File: src/rtl/cla_nibble_seq.sv
// Nibble-serial adder sequencer driving one external 4-bit CLA slice.
// Optional subtract mode: define CLA_SEQ_SUB_EN to add the op_sub port.
module cla_nibble_seq #(
  parameter int NIBBLES = 4
) (
  input  logic                 clk,
  input  logic                 rst,
  input  logic                 in_valid,
  output logic                 in_ready,
  input  logic [4*NIBBLES-1:0] op_a,
  input  logic [4*NIBBLES-1:0] op_b,
  input  logic                 op_cin,
`ifdef CLA_SEQ_SUB_EN
  input  logic                 op_sub,
`endif
  output logic [3:0]           add_a,
  output logic [3:0]           add_b,
  output logic                 add_cin,
  input  logic [3:0]           add_sum,
  input  logic                 add_cout,
  output logic                 out_valid,
  input  logic                 out_ready,
  output logic [4*NIBBLES-1:0] result,
  output logic                 out_cout,
  output logic                 busy
);

  localparam int W  = 4 * NIBBLES;
  localparam int IW = (NIBBLES > 1) ? $clog2(NIBBLES) : 1;
  localparam logic [IW-1:0] LAST = IW'(NIBBLES - 1);

  typedef enum logic [1:0] {
    IDLE = 2'd0,
    RUN  = 2'd1,
    DONE = 2'd2
  } state_t;

  state_t        state, state_nxt;
  logic [IW-1:0] idx;
  logic          carry;
  logic [W-1:0]  a_reg, b_reg;
  logic [W-1:0]  b_in;
  logic          cin_in;
  logic          accept;

  // Subtraction is a + ~b + 1, folded into the operand latch.
`ifdef CLA_SEQ_SUB_EN
  assign b_in   = op_sub ? ~op_b : op_b;
  assign cin_in = op_sub ? 1'b1 : op_cin;
`else
  assign b_in   = op_b;
  assign cin_in = op_cin;
`endif

  assign accept = in_valid && in_ready;

  always_ff @(posedge clk) begin
    if (rst) state <= IDLE;
    else     state <= state_nxt;
  end

  always_comb begin
    state_nxt = state;
    in_ready  = 1'b0;
    out_valid = 1'b0;
    busy      = 1'b0;
    add_a     = 4'd0;
    add_b     = 4'd0;
    add_cin   = 1'b0;
    unique case (state)
      IDLE: begin
        in_ready = !rst;
        if (in_valid && !rst) state_nxt = RUN;
      end
      RUN: begin
        busy    = 1'b1;
        add_a   = a_reg[{idx, 2'b00} +: 4];
        add_b   = b_reg[{idx, 2'b00} +: 4];
        add_cin = carry;
        if (idx == LAST) state_nxt = DONE;
      end
      DONE: begin
        busy      = 1'b1;
        out_valid = 1'b1;
        if (out_ready) state_nxt = IDLE;
      end
      default: state_nxt = IDLE;
    endcase
  end

  always_ff @(posedge clk) begin
    if (rst) begin
      idx      <= '0;
      carry    <= 1'b0;
      a_reg    <= '0;
      b_reg    <= '0;
      result   <= '0;
      out_cout <= 1'b0;
    end else if (state == IDLE) begin
      if (accept) begin
        a_reg <= op_a;
        b_reg <= b_in;
        carry <= cin_in;
        idx   <= '0;
      end
    end else if (state == RUN) begin
      result[{idx, 2'b00} +: 4] <= add_sum;
      carry <= add_cout;
      if (idx == LAST) begin
        out_cout <= add_cout;
        idx      <= '0;
      end else begin
        idx <= idx + 1'b1;
      end
    end
  end

endmodule
File: config.mk
export PLATFORM = sky130hd
export DESIGN_NAME = cla_nibble_seq
export DESIGN_NICKNAME = d
export VERILOG_FILES = /design/src/rtl/cla_nibble_seq.sv
export SDC_FILE = /design/constraint.sdc
export NUM_CORES = 1
export LEC_CHECK = 0
export CAP_MARGIN = 40
export CORE_UTILIZATION = 40
export CTS_CLUSTER_DIAMETER = 30
export CTS_CLUSTER_SIZE = 30
export DETAILED_ROUTE_END_ITERATION = 6
export GPL_ROUTABILITY_DRIVEN = 0
export PLACE_DENSITY = 0.69
export SETUP_SLACK_MARGIN = 0.05
export SLEW_MARGIN = 25
export SYNTH_ARGS = -nofsm -noshare
export SYNTH_HDL_FRONTEND = slang
export SYNTH_SLANG_ARGS = --single-unit
File: constraint.sdc
create_clock -name clk -period 3.7 [get_ports clk]
set_input_delay 0.74 -clock clk [delete_from_list [all_inputs] [get_ports clk]]
set_output_delay 0.74 -clock clk [all_outputs]
set_load 0.02 [all_outputs]
======== Word level (Yosys, flattened, before mapping) ========
Cells that the tools add are included.
storage, ports and cells
  bits in registers ....................... 54
  input bits .............................. 42
  output and inout port bits .............. 29
  word-level logic and storage cells ...... 50
cells by class
  $add $sub $neg .......................... 2
  equal/unequal tests ..................... 7
  shift operators ......................... 4
  muxes and demuxes ....................... 18
  bitwise operators ....................... 1
  reductions and logical operators ........ 11
operators with widths
  cell                    number
  $shiftx 16x5->4         2
  $bwmux 16               1
  $shift 4x6->16 const A  1
  $shiftx 4x6->16         1
  $mux 2                  7
  $mux 4                  2
  $ne 2x2->1 const B      4
  $mux 1                  7
  $neg 4->6               1
  $pmux 2 s3              1
  $reduce_and 2->1        3
  $reduce_and 3->1        2
  $eq 2x2->1 const B      2
  $add 2x1->2 const B     1
  $eq 2x1->1 const B      1
  $logic_and 1x1->1       2
  $logic_not 2->1         1
  $reduce_bool 2->1       1
  $reduce_or 2->1         1
  $logic_not 1->1         1
  $not 1->1               1

======== Logic depth before layout (Yosys ltp) ========
  depth after elaboration ................. 5
  depth in mapped cells ................... 7
  depth with buffers taken out ............ 5

======== Least setup slack after synthesis ========
OpenSTA, ideal clock, no wires.
  path kind ............................... input -> output
  start point ............................. in rst
  end point ............................... out in_ready
  arrival time ............................ 1378 ps
  data required time ...................... 2960 ps
  path slack .............................. 1582 ps
  stages on the path ...................... 3
  path buffers ............................ 2
  path through ............................ clkbuf_1 > clkbuf_1 > nor2_1
between the ends
  cells in the longest elaborated chain, start to end .. 2
ends and longest elaborated chain
  what             line  text
  from (decl)      7     input logic rst,
  $logic_not 1->1  72    in_ready = !rst;
  $mux 1           70    unique case (state)
  to (decl)        9     output logic in_ready,
Every way passes these cells.

======== Worst setup path in the final report ========
  start point ............................. reg idx[0]
  end point ............................... out add_a[3]
between the ends
  cells in the longest elaborated chain, start to end .. 2
ends and longest elaborated chain
  what                    line  text
  from (decl)             39    logic [IW-1:0] idx;
  from (signal assigned)  113   idx <= idx + 1'b1;
  $shiftx 16x5->4         77    add_a = a_reg[{idx, 2'b00} +: 4];
  $mux 4                  70
  to (decl)               16    output logic [3:0] add_a,
Every way passes these cells.

==> results.md <==
- In this run the vertical extent of the chip is 81.6 um.
- Dividing the detail-routed wire length by the instance count gives 12.5 um.
- Clock tree synthesis selected as its root buffer the cell sky130_fd_sc_hd__clkbuf_8.
- In this run the worst hold path is classified as reg -> reg.
- The total power consumption of the routed design is 1.30 mW.
- The reg-to-reg setup timing slack is 1740 ps.
- The worst hold path passes through 2 cells.
- The gate count after technology mapping is 273.
- The floorplan step defined a die boundary enclosing 0.00665 sq mm.
- The number of flops mapped to enable cells by yosys is 0.
- The diode insertion count for antenna repair is 0.
- For the worst flop-to-flop path, the logic depth is 6.
- The detailed router finished its first iteration with 93 violations.
- The data required time at the worst endpoint is 2960 ps.
- The number of nets in the synthesized netlist is 325.
- Based on the critical path, the design can be clocked at up to 328 MHz.
- The number of endpoints failing setup at the final stage is 0.
- The growth of design area from synthesis to finish is 33.8%.
- The detail route stage leaves a number of antenna-violating nets equal to 0.
- The number of synthesized register bits is 54.
- During synthesis, Yosys emitted a total of 0 warnings.
- The worst slew margin relative to its limit is 0.657.
- The mean instance size in the synthesized netlist is 9.27 sq um.
- The number of global-route vias before repair is 1943.
- The count of buffers added by post-CTS timing repair for setup is 0.
- The critical path start-end classification is reg -> out.
- The mapped cell area is 0.00253 sq mm.
- Dividing the final minimum period by the clock period gives 0.825.
- Setup repair after global routing left no endpoint under its margin.
- The global-route wire length before repair is 8.89 mm.
- For this run, the total global-route usage over all layers was measured as 0.171.
- The signal arrival time at the worst endpoint is 2310 ps.
- The primary flip-flop cell chosen by synthesis mapping is sky130_fd_sc_hd__dfxtp_1.
- The placement row count is 28.
- Counting the buffers created by CTS gives 5.
- The share of the core filled with cells is 0.562.
- Leaving out fill and tap cells, the most frequent cells in the layout are sky130_fd_sc_hd__clkdlybuf4s50_1 (70), sky130_fd_sc_hd__dfxtp_1 (54), sky130_fd_sc_hd__inv_1 (38), sky130_fd_sc_hd__nand3b_1 (38), sky130_fd_sc_hd__o21ai_0 (32).
- The clock drives 54 sinks.
- Summing over every cut layer, the via total after detailed routing is 2035.
- The startpoint type of the worst setup path is a flip-flop.
- In this run the worst path has a maximum fanout of 9.
- The power per standard cell area is 383 mW/mm^2.
- The H-tree was split into 2 levels.
- After filler insertion, the fill cell instance count of the layout stands at 564.
- The count of unresolved DRC violations after routing is 0.
- Of all flip-flops after synthesis, the portion carrying an async set or reset was 0.
- TritonCTS built the clock tree.
- After clock tree synthesis, the clock-pin slew on the worst setup and hold paths is 100 ps.
- On the worst path, the slowest cell contributes a delay of 570 ps.
- Counting along the longest clock path gives a buffer depth of 2.
- The largest voltage drop on the vdd net is 186 uV.
- The library cell used most frequently in the layout, excluding fill and tap cells, is sky130_fd_sc_hd__clkdlybuf4s50_1.
- Adding up every negative setup slack in the final design gives 0 ps.
- The final setup skew is 10.7 ps.
- The initial antenna violation count is 0.
- The region available for standard cell placement spans 0.00603 sq mm.
- Once the clock tree was built, the resizer swapped 0 gates to a different size.
- Walking the worst path, the cells encountered are buf_6, mux4_1, and2_1, clkdlybuf4s50_1.
- The worst register-to-register path ends at result[4]$_SDFFE_PP0P_.
- Once detailed placement completed, the half-perimeter wirelength came to 3.56 mm.
- The number of detailed-routing iterations run before antenna repair is 4.
- The terminating pin of the worst hold path is result[0]$_SDFFE_PP0P_.
- The beginning of the worst register-to-register path is idx[0]$_SDFFE_PP0P_.
- Summed over all cells, the static leakage comes to 1.34 nW.
- The count of hold buffers inserted by post-cts repair is 0.
- The number of max-slew violations in the final report was 0.
- The number of nets in the finished design is 389.
- The worst-path cell with the longest stage delay is sky130_fd_sc_hd__dfxtp_1.
- The final count of hold timing violations is 0.
- The fraction of final layout cells with drive strength greater than 1 is 0.0562.
- Across the run, the number of max-cap violations was 0.
- From left edge to right edge, the die measures 81.6 um.
- The run finished with clean final reports.
- Entering global routing, the biggest net connects 65 pins.
- Using the TritonRoute via totals, the vias-per-cell ratio works out to 4.93.
- The effective utilization at floorplan is 0.420.
- For this design the top-level I/O count stands at 71.
- After layout, the minimum clock period comes to 3050 ps.
- Summing all placed instances gives a cell area of 0.00327 sq mm.
- The later-pin clock latency in the skew report is 290 ps.
- The critical hold path startpoint is result[0]$_SDFFE_PP0P_.
- The final instance area is 0.00339 sq mm.
- For the pin with the worst max-slew slack, the measured transition is 514 ps.
- In this run the tool buffered the top-level ports with 70 buffer cells.
- The worst setup path is captured at an output port.
- The proportion of synthesized chip area in sequential cells is 0.427.
- The final layout contains routed wiring with a total length of 5.17 mm.
- Yosys mapped the design onto 28 distinct sky130hd cell types.
- The total congestion overflow is 0.
## cell type report
type | instances | area (sq um) | area share
Clock buffer | 7 | 96.3 | 0.0285
Clock inverter | 1 | 8.76 | 0.00259
Inverter | 38 | 143 | 0.0421
Multi-Input combinational cell | 164 | 1230 | 0.363
Sequential cell | 54 | 1080 | 0.319
Tap cell | 75 | 93.8 | 0.0277
Timing Repair Buffer | 74 | 734 | 0.217
## metrics by stage
step / hold slack, ps / cells / worst slack, ps
after global routing: 482 / 413 / 516
after detailed placement: 449 / 404 / 774
final: 453 / 413 / 648
after floorplan: 449 / 273 / 1580
after global placement: 444 / 404 / 791
after CTS: 460 / 412 / 395
## layer usage
metal,routed length (um),track usage,vias to the layer above
li1,-,-,1062
met1,2580,0.229,930
met2,2360,0.280,41
met3,177,0.0311,2
met4,41,0.0482,0
met5,0,0,-
## power breakdown
part	leakage [nW]	switching [mW]	internal, mW	total (mW)
logic	0.848	0.138	0.146	0.283
clock network	0.0544	0.182	0.172	0.354
registers	0.442	0.0285	0.633	0.661
## cell families after synthesis
family,count (synthesis),share of synthesized area
flip-flops,54,0.427
AND/OR/NAND/NOR,89,0.223
multiplexers,11,0.0860
AO/OA/AOI/OAI,54,0.127
buffers and inverters,55,0.0875
adder cells (fa/ha/maj),10,0.0494
## worst max-delay path, delay by kind of cell, from the launching register on
family        cells  cell delay [ps]
buf+inv           2              750
flops             1              570
mux               1              540
simple gates      1              160
## how the worst max path moves through the flow
stage	start	end	slack (ps)	cells after the start
final	idx[0]$_SDFFE_PP0P_	add_a[3]	650	4
after global routing	idx[0]$_SDFFE_PP0P_	add_a[3]	520	4
after CTS	idx[0]$_SDFFE_PP0P_	add_b[3]	390	3
after detailed placement	idx[0]$_SDFFE_PP0P_	add_b[3]	770	3
after global placement	idx[0]$_SDFFE_PP0P_	add_b[3]	790	3
after floorplan	rst	in_ready	1580	3
## synthesized netlist by cell type, drive strengths merged, types with 3 or more instances
library cell	n	area share
buf	7	0.016
a32oi	10	0.035
clkbuf	10	0.015
nand2	8	0.012
mux4	8	0.074
nand2b	9	0.022
and2	10	0.025
nor2	13	0.019
nand4	5	0.012
inv	38	0.056
a21oi	4	0.0079
mux2i	3	0.012
ha	10	0.049
nand3b	38	0.11
dfxtp	54	0.43
o21ai	36	0.071
No activity file was read; power rests on OpenSTA's default activity.
==> variant 1 (same flow settings) <==
Add a define of `CLA_SEQ_SUB_EN`.
--- a/src/rtl/cla_nibble_seq.sv
+++ b/src/rtl/cla_nibble_seq.sv
@@ -1,5 +1,7 @@
 // Nibble-serial adder sequencer driving one external 4-bit CLA slice.
 // Optional subtract mode: define CLA_SEQ_SUB_EN to add the op_sub port.
+`define CLA_SEQ_SUB_EN
+
 module cla_nibble_seq #(
   parameter int NIBBLES = 4
 ) (
Interface: changed (added op_sub); port bits go from 71 to 72. The function was not compared with the original's and may differ.
==> variant 1 against the unedited design <==
  * Register-to-register slack lost 0.10 ns
  * Cell area grew 2.8%
  * Sequential power grew 0.6%
  * Routed wire length grew 12%
  * Synthesized area grew 4.5%
  * Power shrank 0.35%
  * Critical path depth is the same
  * Clock skew shrank 0.0051 ns
  * Clock power shrank 12%
  * Setup slack lost 0.11 ns
  * Sequential cell count is the same
==> variant 1: results (changes against the unedited design) <==
INFO  metric dpl.hpwl = 3987 um (+12%)
INFO  metric ys_top_cells_by_count = sky130_fd_sc_hd__dfxtp_1 (54), sky130_fd_sc_hd__nand2_1 (40), sky130_fd_sc_hd__nand3b_1 (38)
INFO  metric report.final.slew_viol_count = 0 (unchanged)
INFO  metric yosysSeqAreaShare = 40.85% (-1.9 points)
INFO  metric drt-initial-drc-count = 96 (+3.2%)
INFO  metric crit_path_max_incr_delay = 0.64 ns (+0.07 ns)
INFO  metric post_cts_buffers = 0 (unchanged)
INFO  metric clk-insertion-delay-late = 0.30 ns
INFO  metric yosys_warnings = 0 (unchanged)
INFO  metric yosys.area_share.adder = 4.728% (-0.22 points)
INFO  metric drt_pass1_iterations = 4 (unchanged)
INFO  metric peakVddDrop = 0.2389 mV (+29%)
INFO  metric post_route_cells_drive_above_1_share = 4.665% (-0.96 points)
INFO  metric max-slew-margin-rel = 52.03% (-14 points)
INFO  metric outcome = finished clean
INFO  metric clkSlewWorstSetupHoldPaths = 0.09 ns
INFO  metric drt_wl_total = 5809 um (+12%)
INFO  metric leakage_component_of_the_power = 1.312 nW (-2.4%)
INFO  metric synthDistinctLibCells = 33 (+18%)
INFO  metric layout.nets = 396 (+1.8%)
INFO  metric synth.area.top_cells = sky130_fd_sc_hd__dfxtp_1 (41%), sky130_fd_sc_hd__nand3b_1 (11%), sky130_fd_sc_hd__nand2_1 (5.7%)
INFO  metric first_pass_grt_wire_length = 9639 um (+8.4%)
INFO  metric async_flop_share = 0% (unchanged)
INFO  metric synthMuxAreaShare = 8.511% (-0.090 points)
INFO  metric placed_area = 3403 um^2 (+4.1%)
INFO  metric compound_gate_portion_of_the_synthesized_area = 9.267% (-3.4 points)
INFO  metric htree_levels = 2 (unchanged)
INFO  metric groute.usage.overall = 17.17% (+0.066 points)
INFO  metric postSynth.topFlopCell = sky130_fd_sc_hd__dfxtp_1
INFO  metric route.antenna.remaining_nets = 0 (unchanged)
INFO  metric synth.net_count = 334 (+2.8%)
INFO  metric grt_max_degree = 32 (-51%)
INFO  metric power.density = 371.8 nW/um^2 (-3.0%)
INFO  metric path_type_of_the_worst_min_delay_path = flip-flop to flip-flop
INFO  metric post_synth_xor_area_fraction = 5.296% (+5.3 points)
INFO  metric cts_max_path_buffers = 2 (unchanged)
INFO  metric via_count_of_the_first_global_routing_pass = 2021 (+4.0%)
INFO  metric antenna_violations_before_repair = 0 (unchanged)
INFO  metric critPathMaxFanout = 10 (+1)
INFO  metric detailroute.via_count = 2160 (+6.1%)
INFO  metric data_arrival_critical_path = 2.42 ns (+0.11 ns)
INFO  metric critical_path.top_delay_family = buffers and inverters
INFO  metric nFillCells = 594 (+5.3%)
INFO  metric cp_slowest_cell = sky130_fd_sc_hd__dfxtp_1
INFO  metric root_buffer = sky130_fd_sc_hd__clkbuf_8
INFO  metric postCtsResizedCells = 0 (unchanged)
INFO  metric io_buffer_count = 71 (+1.4%)
INFO  metric antennaDiodeCount = 0 (unchanged)
INFO  metric timing.clock.skew = 0.005622 ns (-0.005115 ns)
## variant 1: cell count changes after synthesis, sizes merged, moves of 3 or more
| cell | delta |
|---|---|
| buf | +3 |
| nand2 | +32 |
| o21ai | -16 |
| inv | -32 |
| xnor2 | +16 |
## variant 1: power by group
group | switching (mW) | internal, mW | leakage [nW] | total [mW]
combinational | 0.152 | 0.165 | 0.832 | 0.317
clock | 0.180 | 0.131 | 0.0383 | 0.311
sequential | 0.0306 | 0.635 | 0.442 | 0.665
## variant 1: worst min-delay path, cell delays in order, from the launching register on
cell                      delay [ns]
sky130_fd_sc_hd__dfxtp_1        0.32
sky130_fd_sc_hd__nand2_1        0.05
sky130_fd_sc_hd__a21oi_1        0.05
## variant 1: area by class of cell
type / instances / area share [%]
clock buffers: 7 / 2.193
inverters: 6 / 0.6472
multi-input cells: 199 / 41.03
flip-flops and latches: 54 / 31.07
well taps: 77 / 2.769
repair buffers: 77 / 22.29
## variant 1: logic make-up (layout without fill, tap and decap cells)
group                    Yosys count  after routing
adder cells (fa/ha/maj)           10             10
AO/OA/AOI/OAI                     39             39
flip-flops                        54             54
XOR/XNOR                          16             16
AND/OR/NAND/NOR                  123            123
multiplexers                      11             11
buffers and inverters             28             90
## variant 1: worst paths after layout
kind / cells past startpoint / slack [ns] / end / start
worst max-delay path: 4 / 0.54 / add_b[0] / idx[0]$_SDFFE_PP0P_
worst min register to register: 2 / 0.46 / result[1]$_SDFFE_PP0P_ / result[1]$_SDFFE_PP0P_
worst min-delay path: 2 / 0.46 / result[1]$_SDFFE_PP0P_ / result[1]$_SDFFE_PP0P_
worst max register to register: 6 / 1.64 / result[5]$_SDFFE_PP0P_ / idx[1]$_SDFFE_PP0P_
## variant 1: routing by layer
layer,share of wire [%],vias to the layer above,global-route usage (%)
met5,0,-,0
met4,1.3,0,4.702
met3,4.0,7,3.280
met2,46,60,27.05
met1,49,996,24.01
li1,-,1097,-
## variant 1: through the flow
step	cells	setup slack [ns]
2_1_floorplan	281	1.573
3_3_place_gp	412	0.7140
3_5_place_dp	413	0.8713
4_1_cts	420	0.5193
5_1_grt	420	0.4424
6_report	420	0.5424
==> variant 2 (config.mk and constraints unchanged) <==
Made on the original files. Re-encode `state_t` (3 states) as one-hot, 3 bits wide.
--- a/src/rtl/cla_nibble_seq.sv
+++ b/src/rtl/cla_nibble_seq.sv
@@ -29,10 +29,10 @@
   localparam int IW = (NIBBLES > 1) ? $clog2(NIBBLES) : 1;
   localparam logic [IW-1:0] LAST = IW'(NIBBLES - 1);
 
-  typedef enum logic [1:0] {
-    IDLE = 2'd0,
-    RUN  = 2'd1,
-    DONE = 2'd2
+  typedef enum logic [2:0] {
+    IDLE = 3'b001,
+    RUN  = 3'b010,
+    DONE = 3'b100
   } state_t;
 
   state_t        state, state_nxt;
Formal check against the unedited RTL: no difference found for any inputs over 10 cycles, from zero or initial values and one cycle with rst high; not proved beyond that.
==> variant 2 against the unedited design <==
  * First-iteration DRC count down 27%
  * Sequential power fell by 2%
  * Synthesized area is 8.8% higher
  * Largest cell class unchanged
  * Power decreased by 4.2%
  * Setup slack better by 0.0083 ns
  * Cell area is 6.8% higher
  * Combinational power decreased by 36%
  * Critical path depth is the same
  * Sequential cell count grew 1
  * Routed wire length up 13%
  * Die area increased by 8.6%
==> variant 2: results (changes against the unedited design) <==
INFO  metric io_buffer_count = 70 (unchanged)
INFO  metric finalHoldViolations = 0 (unchanged)
INFO  metric cp_slowest_cell = sky130_fd_sc_hd__dfxtp_1
INFO  metric clkSlewWorstSetupHoldPaths = 0.10 ns (about the same)
INFO  metric drv_cap = 0 (unchanged)
INFO  metric compound_gate_portion_of_the_synthesized_area = 5.767% (-6.9 points)
INFO  metric crit_path_max_incr_delay = 0.67 ns (+0.10 ns)
INFO  metric avgRoutedWirePerCell = 14.66 um (+17%)
INFO  metric syn_avg_cell_area = 10.89 um^2 (+17%)
INFO  metric nFillCells = 591 (+4.8%)
INFO  metric data_arrival_critical_path = 2.30 ns
INFO  metric htree_levels = 2 (unchanged)
INFO  metric detailroute.via_count = 2040 (+0.25%)
INFO  metric first_pass_grt_wire_length = 9763 um (+9.8%)
INFO  metric root_buffer = sky130_fd_sc_hd__clkbuf_8
INFO  metric post_synth_xor_area_fraction = 0% (unchanged)
INFO  metric post_route_cells_drive_above_1_share = 20.00% (+14 points)
INFO  metric final_global_route_overflow_total = 0 (unchanged)
INFO  metric outcome = finished clean
INFO  metric critical_path.top_delay_family = buffers and inverters
INFO  metric clk-insertion-delay-late = 0.31 ns (+0.02 ns)
INFO  metric critPathMaxFanout = 15 (+6)
INFO  metric drt-initial-drc-count = 68 (-27%)
INFO  metric yosys.area_share.adder = 2.725% (-2.2 points)
INFO  metric synth_enable_flop_cells = 0 (unchanged)
INFO  metric grt_max_degree = 57 (-12%)
INFO  metric antennaDiodeCount = 0 (unchanged)
INFO  metric yosysSeqAreaShare = 39.96% (-2.7 points)
INFO  metric groute.usage.overall = 17.03% (-0.070 points)
INFO  metric synth.area.top_cells = sky130_fd_sc_hd__dfxtp_1 (40%), sky130_fd_sc_hd__mux2_4 (15%), sky130_fd_sc_hd__nor2b_1 (7.5%)
INFO  metric syn2layout_area_growth = 31.29%
INFO  metric synthDistinctLibCells = 35 (+25%)
INFO  metric synth.net_count = 301 (-7.4%)
INFO  metric layout.nets = 367 (-5.7%)
INFO  metric placedCellCount = 389 (-3.7%)
INFO  metric worst-slew-pin-transition = 0.5657 ns (+0.05169 ns)
INFO  metric peakVddDrop = 0.2126 mV (+14%)
INFO  metric synthMuxAreaShare = 23.43% (+15 points)
INFO  metric drt_wl_total = 5820 um (+13%)
INFO  metric ys_top_cells_by_count = sky130_fd_sc_hd__dfxtp_1 (55), sky130_fd_sc_hd__nor2b_1 (33), sky130_fd_sc_hd__mux2_4 (28)
INFO  metric leakage_component_of_the_power = 1.402 nW (+4.4%)
INFO  metric timing.clock.skew = 0.009361 ns (-0.001377 ns)
INFO  metric postCtsResizedCells = 0 (unchanged)
INFO  metric dpl.hpwl = 4104 um (+15%)
INFO  metric yosys_warnings = 0 (unchanged)
## variant 2: final cells by class
| class | instances | area [um^2] | share of cell area, % |
|---|---|---|---|
| multi-input cells | 175 | 1535 | 42.44 |
| clock inverters | 2 | 35.03 | 0.9685 |
| well taps | 77 | 96.34 | 2.663 |
| clock buffers | 6 | 82.58 | 2.283 |
| repair buffers | 77 | 748.2 | 20.68 |
| flip-flops and latches | 55 | 1101 | 30.44 |
| inverters | 5 | 18.77 | 0.5189 |
## variant 2: path summary, 6_finish.rpt
kind / startpoint / end / slack, ns / cells past startpoint
setup / recovery: idx[0]$_SDFFE_PP0P_ / add_b[0] / 0.66 / 4
setup reg to reg: idx[0]$_SDFFE_PP0P_ / result[1]$_SDFFE_PP0P_ / 1.55 / 6
hold reg to reg: result[9]$_SDFFE_PP0P_ / result[9]$_SDFFE_PP0P_ / 0.46 / 2
hold / removal: result[9]$_SDFFE_PP0P_ / result[9]$_SDFFE_PP0P_ / 0.46 / 2
## variant 2: worst reg2reg max path: cells and delay by family, from the launching register on
kind / cells / cell delay, ns
flops: 1 / 0.67
simple gates: 2 / 0.48
buf+inv: 2 / 0.41
fa+ha+maj: 1 / 0.36
compound gates: 1 / 0.16
## variant 2: per-stage QoR
step,utilization [%],setup WS (ns),instance area [um^2]
after floorplan,-,1.466,2755
after global placement,53.88,0.9973,3500
after detailed placement,53.88,0.9943,3500
after CTS,55.69,0.6250,3617
after global routing,55.69,0.4921,3617
final,55.69,0.6562,3617
## variant 2: logic make-up after synthesis
kind of cell,after synthesis
AO/OA/AOI/OAI,28
adder cells (fa/ha/maj),6
buffers and inverters,23
flip-flops,55
multiplexers,40
AND/OR/NAND/NOR,101
## variant 2: where the power goes
group | internal, mW | switching (mW) | leakage (nW)
clock network | 0.219 | 0.198 | 0.0612
logic | 0.120 | 0.0601 | 0.892
registers | 0.625 | 0.0211 | 0.449
total | 0.964 | 0.279 | 1.40
## variant 2: layer usage
metal  GRT usage (%)  part of all wire, %  up-vias
met5               0                    0        -
met4           4.314                 0.62        0
met3           5.058                  5.9        4
met2           26.39                   46       46
met1           23.25                   47      967
li1                -                    -     1023
